`config.mk`:
```
export PLATFORM = sky130hd
export DESIGN_NAME = comp_ctrl_gen
export DESIGN_NICKNAME = d
export VERILOG_FILES = /design/src/rtl/comp_ctrl_pkg.sv /design/src/rtl/comp_bitsel.sv /design/src/rtl/comp_ctrl_gen.sv
export SDC_FILE = /design/constraint.sdc
export NUM_CORES = 1
export LEC_CHECK = 0
export BUFFER_PORTS_ARGS = -buffer_cell sky130_fd_sc_hd__buf_2
export CORE_MARGIN = 5
export CORE_UTILIZATION = 30
export CTS_BUF_LIST = sky130_fd_sc_hd__clkbuf_8
export DETAILED_ROUTE_END_ITERATION = 16
export PLACE_DENSITY = 0.51
export SKIP_CTS_REPAIR_TIMING = 1
export SLEW_MARGIN = 20
export SYNTH_ARGS = -nofsm -noshare
export SYNTH_HDL_FRONTEND = slang
export SYNTH_SLANG_ARGS = --single-unit
```
`constraint.sdc`:
```
create_clock -name sys_clk -period 3.7 [get_ports sys_clk]
set_input_delay 0.74 -clock sys_clk [delete_from_list [all_inputs] [get_ports sys_clk]]
set_output_delay 0.74 -clock sys_clk [all_outputs]
set_load 0.005 [all_outputs]
```
`src/rtl/comp_ctrl_pkg.sv`:
```
// Shared pixel-size encodings and phrase geometry helpers for the compare/inhibit controller.
package comp_ctrl_pkg;

  localparam logic [2:0] PIX_8  = 3'd3;
  localparam logic [2:0] PIX_16 = 3'd4;
  localparam logic [2:0] PIX_32 = 3'd5;

  // Pixels per phrase for any encoded size; undefined encodings give zero.
  function automatic int pix_per_phrase(input logic [2:0] pixsize, input int lanes);
    if (pixsize > PIX_32) return 0;
    return (lanes * 8) >> pixsize;
  endfunction

  function automatic int lanes_per_pix(input logic [2:0] pixsize);
    case (pixsize)
      PIX_16:  return 2;
      PIX_32:  return 4;
      default: return 1;
    endcase
  endfunction

endpackage

```
`src/rtl/comp_bitsel.sv`:
```
// Selects one srcd bit per pixel slot, walking from the effective bit pointer.
module comp_bitsel #(
  parameter  int LANES = 8,
  parameter  int SRCW  = 8,
  localparam int PW    = $clog2(SRCW)
) (
  input  logic [SRCW-1:0]  srcd,
  input  logic [PW-1:0]    bitptr_eff,
  input  logic             big_pix,
  output logic [LANES-1:0] bit_set
);

  for (genvar k = 0; k < LANES; k++) begin : g_pix
    logic [PW-1:0] idx;
    logic [PW-1:0] idx_ord;
    assign idx     = bitptr_eff + PW'(k);
    // SRCW is a power of two, so SRCW-1-idx is a plain bit inversion.
    assign idx_ord = big_pix ? ~idx : idx;
    assign bit_set[k] = srcd[idx_ord];
  end

endmodule

```
`src/rtl/comp_ctrl_gen.sv`:
```
// Registered compare/inhibit controller: captures a step, combines data/Z/bit compares
// into per-lane write inhibits and a whole-write suppress, and walks the srcd bit pointer.
module comp_ctrl_gen
  import comp_ctrl_pkg::*;
#(
  parameter  int LANES  = 8,
  parameter  int ZLANES = LANES / 2,
  parameter  int SRCW   = 8,
  localparam int PW     = $clog2(SRCW)
) (
  input  logic              sys_clk,
  input  logic              reset,
  input  logic              step_inner,
  input  logic              phrase_mode,
  input  logic [2:0]        pixsize,
  input  logic              dcompen,
  input  logic              zcomp_en,
  input  logic              bcompen,
  input  logic              bkgwren,
  input  logic              big_pix,
  input  logic [LANES-1:0]  dcomp,
  input  logic [ZLANES-1:0] zcomp,
  input  logic [SRCW-1:0]   srcd,
  input  logic              bit_load,
  input  logic [PW-1:0]     bit_start,
  output logic [LANES-1:0]  dbinh_n,
  output logic              nowrite,
  output logic              out_valid,
  output logic [PW-1:0]     bitptr
);

  logic              q_step, q_phrase, q_dcompen, q_zcomp_en, q_bcompen, q_bkgwren;
  logic              q_big_pix, q_bit_load;
  logic [2:0]        q_pixsize;
  logic [LANES-1:0]  q_dcomp;
  logic [ZLANES-1:0] q_zcomp;
  logic [SRCW-1:0]   q_srcd;
  logic [PW-1:0]     q_bit_start;

  logic [PW-1:0]     bitptr_eff, step_adv, bitptr_next;
  logic [LANES-1:0]  bit_set, pix_inh, lane_inh;
  logic              bc_en;

  // Input capture stage: outputs appear one edge after the step is sampled.
  // NOTE: registers use non-blocking assignments so every flop samples pre-edge values.
  always_ff @(posedge sys_clk or posedge reset) begin
    if (reset) begin
      q_step      <= 1'b0;
      q_phrase    <= 1'b0;
      q_pixsize   <= '0;
      q_dcompen   <= 1'b0;
      q_zcomp_en  <= 1'b0;
      q_bcompen   <= 1'b0;
      q_bkgwren   <= 1'b0;
      q_big_pix   <= 1'b0;
      q_dcomp     <= '0;
      q_zcomp     <= '0;
      q_srcd      <= '0;
      q_bit_load  <= 1'b0;
      q_bit_start <= '0;
    end else begin
      q_step      <= step_inner;
      q_phrase    <= phrase_mode;
      q_pixsize   <= pixsize;
      q_dcompen   <= dcompen;
      q_zcomp_en  <= zcomp_en;
      q_bcompen   <= bcompen;
      q_bkgwren   <= bkgwren;
      q_big_pix   <= big_pix;
      q_dcomp     <= dcomp;
      q_zcomp     <= zcomp;
      q_srcd      <= srcd;
      q_bit_load  <= bit_load;
      q_bit_start <= bit_start;
    end
  end

  assign bitptr_eff = (q_step && q_bit_load) ? q_bit_start : bitptr;

  comp_bitsel #(.LANES(LANES), .SRCW(SRCW)) u_bitsel (
    .srcd       (q_srcd),
    .bitptr_eff (bitptr_eff),
    .big_pix    (q_big_pix),
    .bit_set    (bit_set)
  );

  // NOTE: every variable is defaulted first so no path through the case infers a latch.
  always_comb begin
    pix_inh  = '0;
    lane_inh = '0;
    bc_en    = q_bcompen & ~q_bkgwren;
    case (q_pixsize)
      PIX_8: begin
        for (int k = 0; k < LANES; k++) begin
          pix_inh[k]  = (q_dcompen & q_dcomp[k]) | (bc_en & ~bit_set[k]);
          lane_inh[k] = pix_inh[k];
        end
      end
      PIX_16: begin
        for (int k = 0; k < LANES / 2; k++) begin
          pix_inh[k] = (q_dcompen & (&q_dcomp[2*k +: 2])) | (q_zcomp_en & q_zcomp[k])
                     | (bc_en & ~bit_set[k]);
          lane_inh[2*k +: 2] = {2{pix_inh[k]}};
        end
      end
      PIX_32: begin
        for (int k = 0; k < LANES / 4; k++) begin
          pix_inh[k] = (q_dcompen & (&q_dcomp[4*k +: 4])) | (bc_en & ~bit_set[k]);
          lane_inh[4*k +: 4] = {4{pix_inh[k]}};
        end
      end
      default: ;
    endcase
    step_adv    = q_phrase ? PW'(pix_per_phrase(q_pixsize, LANES)) : PW'(1);
    bitptr_next = bitptr_eff + step_adv;
  end

  // NOTE: only control/output flops need reset values; nothing here is a memory array.
  always_ff @(posedge sys_clk or posedge reset) begin
    if (reset) begin
      dbinh_n   <= '1;
      nowrite   <= 1'b0;
      out_valid <= 1'b0;
      bitptr    <= '0;
    end else begin
      out_valid <= q_step;
      if (q_step) begin
        dbinh_n <= q_phrase ? ~lane_inh : '1;
        nowrite <= q_phrase ? (&lane_inh) : pix_inh[0];
        bitptr  <= bitptr_next;
      end else if (q_bit_load) begin
        bitptr  <= q_bit_start;
      end
    end
  end

endmodule

```
==> impl_results.md, run 1 <==
* Die Area at around 11000 µm²
* Post-synth EDFFs at 0
* Iter 0 DRT Violations at 85
* Initial antenna violation count at 0
* Total GRT Usage at 0.124
* Synthesis-stage register bit count at 47
* Clk sinks at 47
* Row count at 33
* Sequential area share after synthesis at 0.461
* Final net count at ~320
* Layout cells sized above 1 at 0.325
* Mapped Avg Cell Area at ~11 µm²
* Residual DRC at 0
* Startpoint types: flop
* Synth async-reset ratio at 1.00
* Worst-Margin Slew at about 780 ps
* FMAX at 0.299 GHz
* Outcome: finished clean
* # Max-Cap Violations at 0
* CTS tree: yes
* H-Tree Depth at 2
* WL/cell at 16.4 µm
* Cells after synthesis at 228
* Clock transition at path regs at roughly 80 ps
* Pre-antenna DRT Iters at 4
* Worst Path Required at around 4000 ps
* Worst hold path type: reg -> reg
* Clock root cell: clkbuf_8
* Clk pwr share at 0.259
* PD cells at approximately 420 nW/µm²
* Switching Power at 0.380 mW
* Largest net degree at the start of global routing at between 40 and 50
* Area leader, netlist: dfrtp_1
* Crit path kind: reg -> reg
* Setup-failing EPs final at 0
* Crit path DAT at approximately 3600 ps
* RSZ-0062 raised after global routing: false
* Leakage Power at 1.30 nW
* Synth warn at 0
* Post-DP HPWL at 4.86 mm
* Fill cell count at approximately 840
* Crit path time final at 3350 ps
* Via count at 1973
* Ant diodes at 0
* Die width at a little over 100 µm
* Starting Density at 0.310
* Hold Violations, Final at 0
* Final ANT Viol Nets at 0
* Placed insts at 374
* Synthesis-to-finish area growth at 16.8%
* Placed Instance Area at 2900 µm²
* Final hold slack at approximately 500 ps
* Top post-synthesis cells by count: dfrtp_1, nand2_1, nor2_1
* Area contributors post-synth: dfrtp_1, dfstp_2, mux2i_1
* Switching share of total power at 0.301
* Drt total wl at 6.26 mm
* Rel. slew slack at 0.482
* Worst-Skew Late Latency at about 290 ps
* Final Skew at 7.23 ps
* Most frequent cell after synthesis: dfrtp_1
* Total gr overflow at 0
* Drt via density at 5.16
* Cell Int Power at 0.882 mW
* Die height at roughly 100 µm
* Finished Cell Area at approximately 3000 µm²
* Total negative setup slack at 0 ps
* Crit-path max FO at 10
* IO buf count at 48
* Total CTS buffers at 5
* Maximum root-to-sink buffer count at 2
* Routability cong. at 0.855
* Setup crit end kind: flop
* Final max-slew violation count at 0
* Synth Net Count at ~270
* IO Pins at 49
* Synth Cell Area at 2570 µm²
* Comb pwr share at 0.278
* Synth Flop Type: dfrtp_1
* Post-synth top area share at 0.379
* Peak supply drop at ~0.19 mV
* Core area at 8300 µm²
* Vias in the first global route at 2030
* Period utilisation layout at 0.904
* Non-Filler Instances at 382
* Share of power burned in registers at 0.463
* Synth cell types at 63
* First-pass GRT wire length at 10.2 mm
worst max-delay path: stages, from the launching register on:
cell and delay, ps:
dfrtp_1 510, and3_4 230, nor2_2 220, inv_1 120, ha_1 310, xor2_1 400, mux2i_1 240, nand3_1 110
nand3_1 110, o211ai_1 140, and3b_1 220, a311oi_2 300, o221ai_1 170, o221ai_1 180
per-layer routing:
metal | track usage | part of all wire | up-vias
met5 | 0 | 0 | -
met2 | 0.217 | 0.52 | 49
met4 | 0.0313 | 0.0067 | 0
li1 | - | - | 949
met3 | 0.0271 | 0.045 | 4
met1 | 0.157 | 0.43 | 971
cells in the final DEF (no fill, tap or decap), types with 5 or more instances in the layout:
master	netlist	final
buf_2	0	48
dfrtp_1	39	39
nor2_1	15	15
nand2_1	15	15
mux2i_1	12	12
a21oi_1	11	11
inv_1	8	8
dfstp_2	8	8
nand3_1	7	7
clkbuf_8	0	7
o21ai_0	6	6
and3_1	5	5
o211ai_1	5	5
power by group through the flow:
stage,logic [mW],clock network [mW],registers [mW]
5_1_grt,0.390,0.364,0.590
6_report,0.351,0.327,0.585
3_5_place_dp,0.354,0,0.595
2_1_floorplan,0.275,0,0.580
4_1_cts,0.355,0.340,0.585
3_3_place_gp,0.354,0,0.595
final cells by class:
cell class	count	area, µm²	share of cell area
multi-input combinational	162	1290	0.428
sequential	47	1190	0.395
timing repair buffer	51	263	0.0875
tap	105	131	0.0437
clock buffer	7	96.3	0.0321
inverter	9	37.5	0.0125
clock inverter	1	3.75	0.00125
sequential cells by signal (all words and copies together) (netlist names), 3 cells and up:
signal,cells
dbinh_n,8
q_dcomp,8
q_srcd,8
q_zcomp,4
bitptr,3
q_bit_start,3
q_pixsize,3
worst paths after layout:
check                            from         end  slack (ps)  depth (start not counted)
setup / recovery           q_bit_load     nowrite         350                         13
hold / removal             dbinh_n[5]  dbinh_n[5]         490                          2
setup reg to reg           q_bit_load     nowrite         350                         13
hold reg to reg            dbinh_n[5]  dbinh_n[5]         490                          2
max in group asynchronous       reset   out_valid        2680                          2
min in group asynchronous       reset   q_srcd[5]         570                          2
per-stage QoR:
step / worst slack (ps) / power [mW] / util
6_report: 354 / 1.26 / 0.362
5_1_grt: 11.8 / 1.34 / 0.362
3_3_place_gp: 451 / 0.948 / 0.350
2_1_floorplan: 682 / 0.855 / -
3_5_place_dp: 366 / 0.948 / 0.350
4_1_cts: 366 / 1.28 / 0.362
cells by family after synthesis:
kind of cell | after synthesis | share of synthesized area
compound gates | 63 | 0.193
buf+inv | 19 | 0.0389
fa+ha+maj | 4 | 0.0224
xor+xnor | 9 | 0.0486
mux | 19 | 0.102
flops | 47 | 0.461
simple gates | 67 | 0.134
Note: power is estimated with default switching activity, not from simulation.
==> inputs of run 2 (changes only) <==
Clock period 3.7 ns to 4.1 ns, I/O delays scaled along.
==> run 2 against run 1 <==
First-iteration DRC count fell by 11%. Final cell count did not move. Die area did not move. Sequential power fell by 9.9%. Critical path depth did not move. Largest power group unchanged.
==> impl_results.md, run 2 (same netlist as run 1, synthesis figures left out) <==
* Clk sinks at 47 (unchanged)
* PD cells at 396 nW/µm² (-5.9%)
* First-pass GRT wire length at 10.2 mm (+0.54%)
* Iter 0 DRT Violations at 76 (-11%)
* Most frequent cells in the layout: buf_2, dfrtp_1, nor2_1, nand2_1, mux2i_1
* Clk pwr share at 0.291 (+0.032)
* Rel. slew slack at 0.475 (-0.00691)
* Period utilisation layout at 0.827 (-0.0775)
* Layout cells sized above 1 at 0.329 (+0.00361)
* Startpoint types: flop
* Final ANT Viol Nets at 0 (unchanged)
* Clock root cell: clkbuf_8
* Crit path time final at 3390 ps (+44.1 ps)
* FMAX at 0.295 GHz (-1.3%)
* Share of power burned in registers at 0.441 (-0.022)
* Leakage Power at 1.31 nW (+0.42%)
* Crit path kind: reg -> reg
* Met2 GRT Util at 0.216 (-0.000497)
* Crit-path max FO at 10 (unchanged)
* Total CTS buffers at 5 (unchanged)
* Regs by FF count: dbinh_n (8), q_dcomp (8), q_srcd (8)
* Routability cong. at 0.864 (+1.0%)
* RSZ-0062 raised after global routing: false
* Crit path to: nowrite
* Ant diodes at 0 (unchanged)
* Reg2reg end: nowrite
* Total negative setup slack at 0 ps (unchanged)
* Crit path DAT at 3590 ps (+40 ps)
* Total gr overflow at 0 (unchanged)
* Die width at 103 µm (unchanged)
* Die height at 103 µm (unchanged)
* Drt total wl at 6.46 mm (+3.2%)
* GR Util met1 at 0.162 (+0.00529)
* Reg2Reg Setup Slack at 710 ps (+360 ps)
* Worst hold path type: reg -> reg
* Starting Density at 0.310 (unchanged)
* Reg-to-Reg Start: q_bit_load
* Final Skew at 4.17 ps (-3.06 ps)
* Setup crit end kind: flop
* Die Area at 10500 µm² (unchanged)
* Outcome: finished clean
* IO Pins at 49 (unchanged)
* IO buf count at 48 (unchanged)
* Pre-antenna DRT Iters at 4 (unchanged)
* Placed Instance Area at 2900 µm² (unchanged)
* Final net count at 316 (unchanged)
* Row count at 33 (unchanged)
* Comb pwr share at 0.269 (-0.009)
* Worst Path Required at 4300 ps (+390 ps)
* # Max-Cap Violations at 0 (unchanged)
* CP startpoint: q_bit_load
* Initial antenna violation count at 0 (unchanged)
* Post-DP HPWL at 4.91 mm (+0.98%)
* Vias in the first global route at 2054 (+1.2%)
* Clock transition at path regs at 80 ps (about the same)
* Largest net degree at the start of global routing at 48 (unchanged)
* Maximum root-to-sink buffer count at 2 (unchanged)
* Commonest non-fill, non-tap cell in the layout: buf_2
* Drt via density at 5.24 (+1.4%)
* Final hold slack at 495 ps (+2.92 ps)
* Busiest grt layer: met2
* Finished Cell Area at 3020 µm² (+0.58%)
* Synthesis-to-finish area growth at 17.5%
* Peak supply drop at 0.156 mV (-19%)
* Worst-Margin Slew at 786 ps (+10.4 ps)
* Worst-Skew Late Latency at 290 ps (about the same)
* Via count at 2000 (+1.4%)
* Met3 GRT Util at 0.0237 (-0.00338)
* Total GRT Usage at 0.125 (+0.000620)
* Switching Power at 0.354 mW (-7.0%)
* Core area at 8300 µm² (unchanged)
* Worst Reg-to-Reg Cells at 13 (unchanged)
* Final max-slew violation count at 0 (unchanged)
* Setup-failing EPs final at 0 (unchanged)
* Hold Violations, Final at 0 (unchanged)
* Cell Int Power at 0.842 mW (-4.6%)
* Switching share of total power at 0.296 (-0.00532)
* Residual DRC at 0 (unchanged)
* WL/cell at 16.9 µm (+3.2%)
* H-Tree Depth at 2 (unchanged)
* CTS tree: yes
-- run 2: cell types whose count changed in the layout (fill, tap and decap cells not counted), sizes merged --
cell    delta
bufinv     +1
clkbuf     -1
clkinv     +1
inv        -1
-- run 2: per-stage QoR --
| stage | util | setup slack (ps) | instances | power [mW] |
|---|---|---|---|---|
| final | 0.364 | 710 | 382 | 1.20 |
| after global routing | 0.364 | 377 | 382 | 1.26 |
| after CTS | 0.364 | 713 | 382 | 1.21 |
| after detailed placement | 0.350 | 713 | 374 | 0.857 |
| after global placement | 0.350 | 853 | 374 | 0.857 |
| after floorplan | - | 1080 | 228 | 0.771 |
-- run 2: metal layers --
| layer | up-vias | wire length (µm) |
|---|---|---|
| met3 | 9 | 271 |
| met4 | 0 | 61 |
| met5 | - | 0 |
| li1 | 946 | - |
| met2 | 62 | 3350 |
| met1 | 983 | 2790 |
-- run 2: how the worst min path moves through the flow --
stage / slack, ps / cells after the start / to / startpoint
final: 500 / 2 / dbinh_n[5] / dbinh_n[5]
after global routing: 540 / 2 / dbinh_n[5] / dbinh_n[5]
after CTS: 500 / 2 / dbinh_n[5] / dbinh_n[5]
after detailed placement: 490 / 2 / dbinh_n[5] / dbinh_n[5]
after global placement: 490 / 2 / dbinh_n[5] / dbinh_n[5]
after floorplan: 370 / 0 / out_valid / q_step
-- run 2: area by class of cell --
type                       instances  area (µm²)
multi-input combinational        162        1290
fill                             840        5280
inverter                           9        37.5
clock buffer                       6        82.6
tap                              105         131
timing repair buffer              51         263
clock inverter                     2        35.0
sequential                        47        1190
-- run 2: power by group through the flow --
| stage | combinational [mW] | clock (mW) | sequential (mW) |
|---|---|---|---|
| 2_1_floorplan | 0.248 | 0 | 0.523 |
| 3_3_place_gp | 0.321 | 0 | 0.536 |
| 3_5_place_dp | 0.322 | 0 | 0.536 |
| 4_1_cts | 0.322 | 0.360 | 0.527 |
| 5_1_grt | 0.351 | 0.373 | 0.532 |
| 6_report | 0.321 | 0.348 | 0.527 |
-- run 2: worst max-delay path: stages (launching register included) --
cell and delay, ps:
dfrtp_1 510, and3_4 230, nor2_2 230, inv_1 130, ha_1 320, xor2_1 380
mux2i_1 230, o21ai_0 130, nand3_1 120, o211ai_1 140, and3b_1 220, a311oi_2 310
o221ai_1 170, o221ai_1 190
==> inputs of run 3 (changes only) <==
Clock period 4.1 ns to 3.3 ns, I/O delays scaled along.
==> run 3 against run 2 <==
Combinational power rose by 31%. Clock power up 6.6%. Routed wire length decreased by 0.15%. Global-route usage increased by 0.39 points. Via count grew 0.65%. Critical path depth is the same. Critical path type unchanged. Sequential power up 24%. Clock skew barely moved.
==> impl_results.md, run 3 (same netlist as run 1, synthesis figures left out) <==
* Comb pwr share at 0.291 (+0.022)
* Placed insts at 376 (+0.53%)
* Reg-to-Reg Start: q_bit_load
* Total CTS buffers at 5 (unchanged)
* Non-Filler Instances at 384 (+0.52%)
* Ant diodes at 0 (unchanged)
* Rel. slew slack at 0.479 (+0.00375)
* Starting Density at 0.310 (unchanged)
* Period utilisation layout at 0.902 (+0.0753)
* Fill cell count at 818 (-2.6%)
* Worst hold path type: in -> reg
* Commonest non-fill, non-tap cell in the layout: buf_2
* Place WS at 99.6 ps (-613 ps)
* Clk sinks at 47 (unchanged)
* Final Skew at 4.42 ps (+0.244 ps)
* Hold Violations, Final at 0 (unchanged)
* Synthesis-to-finish area growth at 18.1%
* Regs by FF count: dbinh_n (8), q_dcomp (8), q_srcd (8)
* First-pass GRT wire length at 10.3 mm (+0.88%)
* Fin util at 0.366 (+0.00211)
* Drt via density at 5.24 (+0.13%)
* H-Tree Depth at 2 (unchanged)
* Reg2reg end: nowrite
* Die Area at 10500 µm² (unchanged)
* Clock root cell: clkbuf_8
* Startpoint types: flop
* Worst Path Required at 3510 ps (-790 ps)
* Routability cong. at 0.893 (+3.4%)
* Total gr overflow at 0 (unchanged)
* Crit path kind: reg -> reg
* Row count at 33 (unchanged)
* # Max-Cap Violations at 0 (unchanged)
* Peak supply drop at 0.247 mV (+58%)
* Crit path to: nowrite
* Share of power burned in registers at 0.452 (+0.011)
* WL/cell at 16.8 µm (-0.67%)
* Drt total wl at 6.45 mm (-0.15%)
* Final worst setup slack at 323 ps (-387 ps)
* Outcome: finished clean
* CP startpoint: q_bit_load
* Final net count at 318 (+0.63%)
* Vias in the first global route at 2023 (-1.5%)
* Crit-path max FO at 10 (unchanged)
* Setup-failing EPs final at 0 (unchanged)
* Design Power at 1.44 mW (+21%)
* Iter 0 DRT Violations at 102 (+34%)
* CTS tree: yes
* Via count at 2013 (+0.65%)
* Initial antenna violation count at 0 (unchanged)
* Cell Int Power at 0.999 mW (+19%)
* Clock transition at path regs at 80 ps (about the same)
* Pre-antenna DRT Iters at 4 (unchanged)
* Residual DRC at 0 (unchanged)
* Core area at 8300 µm² (unchanged)
* FMAX at 0.336 GHz (+14%)
* Post-DP HPWL at 4.83 mm (-1.5%)
* Layout cells sized above 1 at 0.337 (+0.00840)
* Most frequent cells in the layout: buf_2, dfrtp_1, nor2_1, nand2_1, mux2i_1
* Reg2Reg Setup Slack at 320 ps (-390 ps)
* Maximum root-to-sink buffer count at 2 (unchanged)
* Placed Instance Area at 2920 µm² (+0.52%)
* Crit path time final at 2980 ps (-413 ps)
* Crit path DAT at 3190 ps (-400 ps)
* Die height at 103 µm (unchanged)
* Final max-slew violation count at 0 (unchanged)
* Switching share of total power at 0.308 (+0.0118)
* Clk pwr share at 0.257 (-0.034)
* Finished Cell Area at 3040 µm² (+0.58%)
* PD cells at 475 nW/µm² (+20%)
* Largest net degree at the start of global routing at 48 (unchanged)
* Final ANT Viol Nets at 0 (unchanged)
* Switching Power at 0.444 mW (+26%)
* Die width at 103 µm (unchanged)
* IO buf count at 48 (unchanged)
* Worst Reg-to-Reg Cells at 13 (unchanged)
* IO Pins at 49 (unchanged)
* Setup crit end kind: flop
* Leakage Power at 1.31 nW (+0.44%)
* Worst-Skew Late Latency at 300 ps (about the same)
* Total GRT Usage at 0.129 (+0.00394)
* Worst-Margin Slew at 781 ps (-5.62 ps)
[run 3: cell count changes in the layout (fill, tap and decap cells not counted), sizes merged]
| cell | before | now |
|---|---|---|
| buf | 51 | 53 |
| bufinv | 1 | 0 |
| clkbuf | 6 | 7 |
| inv | 8 | 9 |
| clkinv | 2 | 1 |
[run 3: through the flow]
stage               TNS (ps)  hold WS [ps]
floorplan                  0           374
global placement           0           483
detailed placement         0           478
CTS                        0           453
global route           -18.8           441
finish                     0           461
[run 3: worst max-delay path, stage by stage, from the launching register on]
cell      delay [ps]
dfrtp_2          490
and3_4           190
nor2_2           110
inv_1             80
ha_1             370
xor2_4           240
mux2i_1          200
o21ai_0          130
nand3_1          110
o211ai_1         140
and3b_1          210
a311oi_2         250
o221ai_1         180
o221ai_1         180
[run 3: worst min-delay path by stage]
stage / startpoint / endpoint / slack [ps] / cells after the start
floorplan: q_step / out_valid / 370 / 0
global placement: dbinh_n[6] / dbinh_n[6] / 480 / 2
detailed placement: dbinh_n[6] / dbinh_n[6] / 480 / 2
CTS: srcd[7] / q_srcd[7] / 450 / 1
global route: pixsize[2] / q_pixsize[2] / 440 / 1
finish: srcd[7] / q_srcd[7] / 460 / 1
[run 3: per-layer routing]
layer | up-vias | part of all wire | global-route usage
li1 | 953 | - | -
met1 | 981 | 0.42 | 0.167
met2 | 69 | 0.50 | 0.210
met3 | 10 | 0.053 | 0.0304
met4 | 0 | 0.019 | 0.0484
met5 | - | 0 | 0
[run 3: cell type report]
type	count	area [µm²]	area share
Inverter	9	37.5	0.0124
Clock buffer	7	96.3	0.0317
Tap cell	105	131	0.0432
Sequential cell	47	1190	0.391
Multi-Input combinational cell	162	1310	0.429
Timing Repair Buffer	53	278	0.0914
Clock inverter	1	3.75	0.00124
[run 3: power groups by stage]
stage,registers (mW),logic [mW],clock network (mW)
after detailed placement,0.664,0.410,0
after global routing,0.659,0.460,0.414
after floorplan,0.650,0.308,0
final,0.653,0.420,0.371
after CTS,0.653,0.413,0.385
after global placement,0.664,0.412,0
